[src/rtl/pipe_ctrl_seq_pkg.sv]
// Shared encodings and stage-register payloads for the pipeline control sequencer.
package pipe_ctrl_seq_pkg;

    localparam int unsigned REG_W   = 5;
    localparam int unsigned ALUOP_W = 2;
    localparam int unsigned FWD_W   = 2;
    localparam int unsigned OPC_W   = 7;

    // ALU operand source selects.
    localparam logic [FWD_W-1:0] FWD_REG = 2'b00;
    localparam logic [FWD_W-1:0] FWD_WB  = 2'b01;
    localparam logic [FWD_W-1:0] FWD_MEM = 2'b10;

    // Opcodes of the supported instruction subset.
    localparam logic [OPC_W-1:0] OPC_R    = 7'b0110011;
    localparam logic [OPC_W-1:0] OPC_LD   = 7'b0000011;
    localparam logic [OPC_W-1:0] OPC_SD   = 7'b0100011;
    localparam logic [OPC_W-1:0] OPC_BEQ  = 7'b1100011;
    localparam logic [OPC_W-1:0] OPC_ADDI = 7'b0010011;

    // ALUOp encodings: add (ld/sd/addi), subtract (beq), funct-decoded (R-type).
    localparam logic [ALUOP_W-1:0] ALUOP_ADD   = 2'b00;
    localparam logic [ALUOP_W-1:0] ALUOP_SUB   = 2'b01;
    localparam logic [ALUOP_W-1:0] ALUOP_FUNCT = 2'b10;

    // Decoder control bundle.
    typedef struct packed {
        logic [ALUOP_W-1:0] aluop;
        logic               branch;
        logic               memread;
        logic               memtoreg;
        logic               memwrite;
        logic               alusrc;
        logic               regwrite;
    } ctrl_t;

    // ID/EX payload.
    typedef struct packed {
        ctrl_t              ctrl;
        logic [REG_W-1:0]   rs1;
        logic [REG_W-1:0]   rs2;
        logic [REG_W-1:0]   rd;
    } idex_t;

    // EX/MEM payload.
    typedef struct packed {
        logic               memread;
        logic               memwrite;
        logic               regwrite;
        logic               memtoreg;
        logic [REG_W-1:0]   rd;
    } exmem_t;

    // MEM/WB payload.
    typedef struct packed {
        logic               regwrite;
        logic               memtoreg;
        logic [REG_W-1:0]   rd;
    } memwb_t;

endpackage

[src/rtl/pipe_ctrl_seq_forward_unit.sv]
// Combinational ALU operand forwarding selects; the EX/MEM producer beats MEM/WB.
module forward_unit
    import pipe_ctrl_seq_pkg::*;
(
    input  logic             mem_regwrite,
    input  logic [REG_W-1:0] mem_rd,
    input  logic             wb_regwrite,
    input  logic [REG_W-1:0] wb_rd,
    input  logic [REG_W-1:0] ex_rs1,
    input  logic [REG_W-1:0] ex_rs2,
    output logic [FWD_W-1:0] forward_a,
    output logic [FWD_W-1:0] forward_b
);

    function automatic logic [FWD_W-1:0] fwd_pick(
        input logic             m_we,
        input logic [REG_W-1:0] m_rd,
        input logic             w_we,
        input logic [REG_W-1:0] w_rd,
        input logic [REG_W-1:0] rs
    );
        logic [FWD_W-1:0] sel;
        sel = FWD_REG;
        if (m_we && (m_rd != '0) && (m_rd == rs)) begin
            sel = FWD_MEM;
        end else if (w_we && (w_rd != '0) && (w_rd == rs)) begin
            sel = FWD_WB;
        end
        return sel;
    endfunction

    // Independent select per operand.
    always_comb begin
        forward_a = fwd_pick(mem_regwrite, mem_rd, wb_regwrite, wb_rd, ex_rs1);
        forward_b = fwd_pick(mem_regwrite, mem_rd, wb_regwrite, wb_rd, ex_rs2);
    end

endmodule

[src/rtl/pipe_ctrl_seq.sv]
// Pipeline control sequencer: stage control registers, load-use/branch hazards, event counters.
module pipe_ctrl_seq
    import pipe_ctrl_seq_pkg::*;
#(
    parameter int unsigned CNT_W = 16
) (
    input  logic               clk,
    input  logic               reset,
    input  logic               id_valid,
    input  logic [ALUOP_W-1:0] id_aluop,
    input  logic               id_branch,
    input  logic               id_memread,
    input  logic               id_memtoreg,
    input  logic               id_memwrite,
    input  logic               id_alusrc,
    input  logic               id_regwrite,
    input  logic [REG_W-1:0]   id_rs1,
    input  logic [REG_W-1:0]   id_rs2,
    input  logic [REG_W-1:0]   id_rd,
    input  logic               ex_branch_taken,
    output logic               pc_write,
    output logic               ifid_write,
    output logic               ifid_flush,
    output logic [ALUOP_W-1:0] ex_aluop,
    output logic               ex_alusrc,
    output logic               ex_branch,
    output logic               mem_memread,
    output logic               mem_memwrite,
    output logic               mem_regwrite,
    output logic [REG_W-1:0]   mem_rd,
    output logic               wb_regwrite,
    output logic               wb_memtoreg,
    output logic [REG_W-1:0]   wb_rd,
    output logic [FWD_W-1:0]   forward_a,
    output logic [FWD_W-1:0]   forward_b,
    output logic [CNT_W-1:0]   stall_cnt,
    output logic [CNT_W-1:0]   flush_cnt
);

    localparam logic [CNT_W-1:0] CNT_MAX = {CNT_W{1'b1}};

    idex_t            idex_q,      idex_d;
    exmem_t           exmem_q,     exmem_d;
    memwb_t           memwb_q,     memwb_d;
    logic [CNT_W-1:0] stall_cnt_q, stall_cnt_d;
    logic [CNT_W-1:0] flush_cnt_q, flush_cnt_d;

    logic             load_use;
    logic             stall_sel;

    // Load-use detection; a taken branch overrides the stall since the stalled op is wrong-path.
    always_comb begin
        load_use   = idex_q.ctrl.memread && (idex_q.rd != '0) && id_valid &&
                     ((idex_q.rd == id_rs1) || (idex_q.rd == id_rs2));
        stall_sel  = load_use && !ex_branch_taken;
        pc_write   = !stall_sel;
        ifid_write = !stall_sel;
        ifid_flush = ex_branch_taken;
    end

    // Next state of the stage registers and event counters.
    always_comb begin
        idex_d      = '0;
        exmem_d     = '0;
        memwb_d     = '0;
        stall_cnt_d = stall_cnt_q;
        flush_cnt_d = flush_cnt_q;

        if (id_valid && !load_use && !ex_branch_taken) begin
            idex_d.ctrl.aluop    = id_aluop;
            idex_d.ctrl.branch   = id_branch;
            idex_d.ctrl.memread  = id_memread;
            idex_d.ctrl.memtoreg = id_memtoreg;
            idex_d.ctrl.memwrite = id_memwrite;
            idex_d.ctrl.alusrc   = id_alusrc;
            idex_d.ctrl.regwrite = id_regwrite;
            idex_d.rs1           = id_rs1;
            idex_d.rs2           = id_rs2;
            idex_d.rd            = id_rd;
        end

        exmem_d.memread  = idex_q.ctrl.memread;
        exmem_d.memwrite = idex_q.ctrl.memwrite;
        exmem_d.regwrite = idex_q.ctrl.regwrite;
        exmem_d.memtoreg = idex_q.ctrl.memtoreg;
        exmem_d.rd       = idex_q.rd;

        memwb_d.regwrite = exmem_q.regwrite;
        memwb_d.memtoreg = exmem_q.memtoreg;
        memwb_d.rd       = exmem_q.rd;

        if (stall_sel && (stall_cnt_q != CNT_MAX)) begin
            stall_cnt_d = stall_cnt_q + CNT_W'(1);
        end
        if (ex_branch_taken && (flush_cnt_q != CNT_MAX)) begin
            flush_cnt_d = flush_cnt_q + CNT_W'(1);
        end
    end

    // Stage and counter registers; reset drops all in-flight instructions.
    always_ff @(posedge clk) begin
        if (reset) begin
            idex_q      <= '0;
            exmem_q     <= '0;
            memwb_q     <= '0;
            stall_cnt_q <= '0;
            flush_cnt_q <= '0;
        end else begin
            idex_q      <= idex_d;
            exmem_q     <= exmem_d;
            memwb_q     <= memwb_d;
            stall_cnt_q <= stall_cnt_d;
            flush_cnt_q <= flush_cnt_d;
        end
    end

    // Operand forwarding for the instruction in EX.
    forward_unit u_forward_unit (
        .mem_regwrite (exmem_q.regwrite),
        .mem_rd       (exmem_q.rd),
        .wb_regwrite  (memwb_q.regwrite),
        .wb_rd        (memwb_q.rd),
        .ex_rs1       (idex_q.rs1),
        .ex_rs2       (idex_q.rs2),
        .forward_a    (forward_a),
        .forward_b    (forward_b)
    );

    // Stage outputs straight from the control registers.
    always_comb begin
        ex_aluop     = idex_q.ctrl.aluop;
        ex_alusrc    = idex_q.ctrl.alusrc;
        ex_branch    = idex_q.ctrl.branch;
        mem_memread  = exmem_q.memread;
        mem_memwrite = exmem_q.memwrite;
        mem_regwrite = exmem_q.regwrite;
        mem_rd       = exmem_q.rd;
        wb_regwrite  = memwb_q.regwrite;
        wb_memtoreg  = memwb_q.memtoreg;
        wb_rd        = memwb_q.rd;
        stall_cnt    = stall_cnt_q;
        flush_cnt    = flush_cnt_q;
    end

endmodule

[config.mk]
export PLATFORM = sky130hd
export DESIGN_NAME = pipe_ctrl_seq
export DESIGN_NICKNAME = d
export VERILOG_FILES = /design/src/rtl/pipe_ctrl_seq_pkg.sv /design/src/rtl/pipe_ctrl_seq_forward_unit.sv /design/src/rtl/pipe_ctrl_seq.sv
export SDC_FILE = /design/constraint.sdc
export NUM_CORES = 1
export LEC_CHECK = 0
export CORE_MARGIN = 2
export CORE_UTILIZATION = 49
export DETAILED_ROUTE_END_ITERATION = 7
export PLACE_DENSITY = 0.8
export RECOVER_POWER = 25
export SLEW_MARGIN = 20
export SYNTH_ARGS = -nofsm -noshare
export SYNTH_HDL_FRONTEND = slang
export SYNTH_HIERARCHICAL = 1
export SYNTH_SLANG_ARGS = --single-unit
[constraint.sdc]
create_clock -name clk -period 2.7 [get_ports clk]
set_input_delay 0.54 -clock clk [delete_from_list [all_inputs] [get_ports clk]]
set_output_delay 0.54 -clock clk [all_outputs]
set_load 0.01 [all_outputs]
==> results.json <==
{
  "p_switching_mw": 0.4659,
  "switching_share_pct": 22.38,
  "clockBufferDepth": 2,
  "tightest_slew_ns": 1.056,
  "cts_sinks": 71,
  "criticalPathCategory": "primary input to primary output",
  "routedWlPerCell_um": 14.51,
  "grt_pass1_vias": 2683,
  "insertedDiodeCount": 0,
  "grtUsageTotal_pct": 21.36,
  "postSynth.asyncResetShare_pct": 0,
  "drtIter0Drc": 133,
  "holdWs_ns": 0.4385,
  "finalHoldViolCount": 0,
  "wirelength_um": 7359,
  "h-tree-depth": 3,
  "seq_power_share_pct": 51.7,
  "grt_first_pass_wirelength_um": 12630,
  "drt-vias-per-instance": 5.432,
  "syn_to_final_growth_pct": 33.02,
  "synth_top_area_share_pct": 43.88,
  "final.fill_count": 522,
  "arrival_ns": 2.11,
  "routed-wl-met2_um": 3778,
  "clock_skew_ns": 0.005714,
  "crit_fanout": 2,
  "path_cells": "clkdlybuf4s50_1 -> xor2_1 -> nor3_1 -> a22oi_2 -> or3_4 -> clkdlybuf4s15_1",
  "fin_crit_sh_pct": 98.00,
  "worst-path-buf-inv": 2,
  "grt_overflow_total": 0,
  "cts_made_buffers": 9,
  "cp_slowest_cell": "clkdlybuf4s50_1",
  "drt_pass1_iterations": 4,
  "required_ns": 2.16,
  "clk_pin_slew_ns": 0.08,
  "tritoncts": "done",
  "ys_seq_elements": 71,
  "dp_cells": 491,
  "slowest_delay_ns": 0.45,
  "dp_hpwl_um": 5162,
  "critPathLaunchType": "primary input",
  "core_um2": 6386,
  "antenna_found_initial": 0,
  "routed-via-count": 2754,
  "netlist_instances": 346,
  "min_path_type": "register to register",
  "root_buffer": "clkbuf_8",
  "crit_family": "buffers and inverters",
  "die_w_um": 85.31,
  "synth_nets": 375,
  "clkLatencyLatePin_ns": 0.33,
  "placed_area_um2": 4096,
  "peakVddDrop_uv": 431.9,
  "synth-edff-count": 0,
  "ant_nets": 0,
  "leakage_nw": 1.585,
  "rows": 29,
  "dr.max_layer_used": "met4",
  "synth_area_leaders": "dfxtp_1, xnor2_1, xor2_1",
  "start_util_pct": 50.72,
  "synth_cell_types": 50,
  "wl_met1_um": 3145,
  "die_y_um": 85.31,
  "instances_no_fill": 507,
  "final_util_pct": 67.48,
  "grt_setup_unrepaired": "no",
  "die_area_um2": 7277,
  "setup_viol": 0,
  "yosysMostFrequentCell": "dfxtp_1",
  "netlist_area_um2": 3239,
  "gp_congestion": 0.8931,
  "design_area_um2": 4309,
  "met3_length_um": 327,
  "power_density_nw_per_um2": 483.1,
  "finalPower_mw": 2.082,
  "synth-seq-area-share_pct": 43.88,
  "status": "finished, final reports clean",
  "ios": 85,
  "critPathCaptureType": "primary output",
  "drc": 0,
  "drive_above_1_share_pct": 9.767,
  "synth.top_cells.by_count": "dfxtp_1, and2_1, nor2_1",
  "slew_headroom_pct": 29.60,
  "clock.fmax_mhz": 377.9,
  "yosysWarnings": 6,
  "synth_largest_area_cell": "dfxtp_1",
  "syn_avg_cell_area_um2": 9.362,
  "internal_power_mw": 1.616,
  "synthFlopType": "dfxtp_1",
  "maxSlewViolCount": 0,
  "maxCapViolations": 0,
  "final_nets": 454,
  "portBuffers": 84,
  "p_clk_share_pct": 41.5,
  "combPwrFrac_pct": 6.7,
  "period_minus_slack_ns": 2.646,
  "grt_start_max_net_pins": 52
}
-- worst register-to-register path: stages, from the launching register on --
cell and delay (ns):
dfxtp_1 0.49, xor2_1 0.21, nor3_2 0.07, a22oi_2 0.23, buf_4 0.32, o21a_1 0.58
and2_1 0.25
-- power by group through the flow --
| stage | clock network, mW | logic (mW) | registers [mW] |
|---|---|---|---|
| after global routing | 0.929 | 0.155 | 1.08 |
| after floorplan | 0 | 0.0676 | 1.10 |
| after global placement | 0 | 0.138 | 1.10 |
| after CTS | 0.884 | 0.142 | 1.08 |
| after detailed placement | 0 | 0.141 | 1.10 |
| final | 0.864 | 0.140 | 1.08 |
-- logic make-up after synthesis --
kind of cell / Yosys count / share of synthesized area [%]
AO/OA/AOI/OAI: 45 / 10.08
XOR/XNOR: 39 / 10.54
adder cells (fa/ha/maj): 2 / 0.7724
buffers and inverters: 31 / 4.982
flip-flops: 71 / 43.88
multiplexers: 4 / 1.352
AND/OR/NAND/NOR: 154 / 28.39
-- routing by layer --
metal / vias to the layer above / GRT usage, %
li1: 1377 / -
met1: 1294 / 26.46
met2: 72 / 36.72
met3: 11 / 4.086
met4: 0 / 8.081
met5: - / 0
-- cell usage in the layout, fill, tap and decap left out, types with 11 or more instances in the layout --
cell,instances
dfxtp_1,71
clkdlybuf4s50_1,66
and2_1,24
nor2_1,23
xnor2_1,21
nor2b_1,20
xor2_1,18
nand2_1,16
a21oi_1,15
dlygate4sd3_1,13
or4_1,12
nand4_1,12
clkbuf_8,11
-- worst paths after layout --
path | start | endpoint | cells after the start | slack (ns)
max | id_rs2[2] | ifid_write | 6 | 0.05
min reg2reg | exmem_q[5] | wb_memtoreg | 1 | 0.44
max reg2reg | exmem_d[0] | idex_q[14] | 6 | 0.49
min | exmem_q[5] | wb_memtoreg | 1 | 0.44
-- stage by stage --
step	worst slack (ns)	setup TNS [ns]
6_report	0.05388	0
5_1_grt	0.01844	0
4_1_cts	0.01920	0
3_5_place_dp	-0.2469	-1.181
3_3_place_gp	-0.2371	-0.4822
2_1_floorplan	0.4220	0
-- sequential cells by signal, indices dropped and copies added, names as in the netlist, 2 cells and up --
| signal | cells |
|---|---|
| ex_aluop | 2 |
| exmem_d | 9 |
| flush_cnt | 16 |
| idex_q | 10 |
| mem_rd | 5 |
| stall_cnt | 16 |
| wb_rd | 5 |
-- area by class of cell --
cell class              count  area [um^2]  share of cell area [%]
multi-input cells         244         1672                   38.79
flip-flops and latches     71         1421                   32.98
repair buffers             92        885.9                   20.56
clock buffers              11        151.4                   3.513
well taps                  77        96.34                   2.236
clock inverters             5        56.30                   1.307
inverters                   7        26.28                  0.6098
-- what timing repair did --
action	in CTS	in global routing
endpoints found under the setup margin	4	4
resized for setup	4	5
buffers inserted	0	0
pin swaps	2	4
hold buffers	0	0
Note: power is estimated with default switching activity, not from simulation.
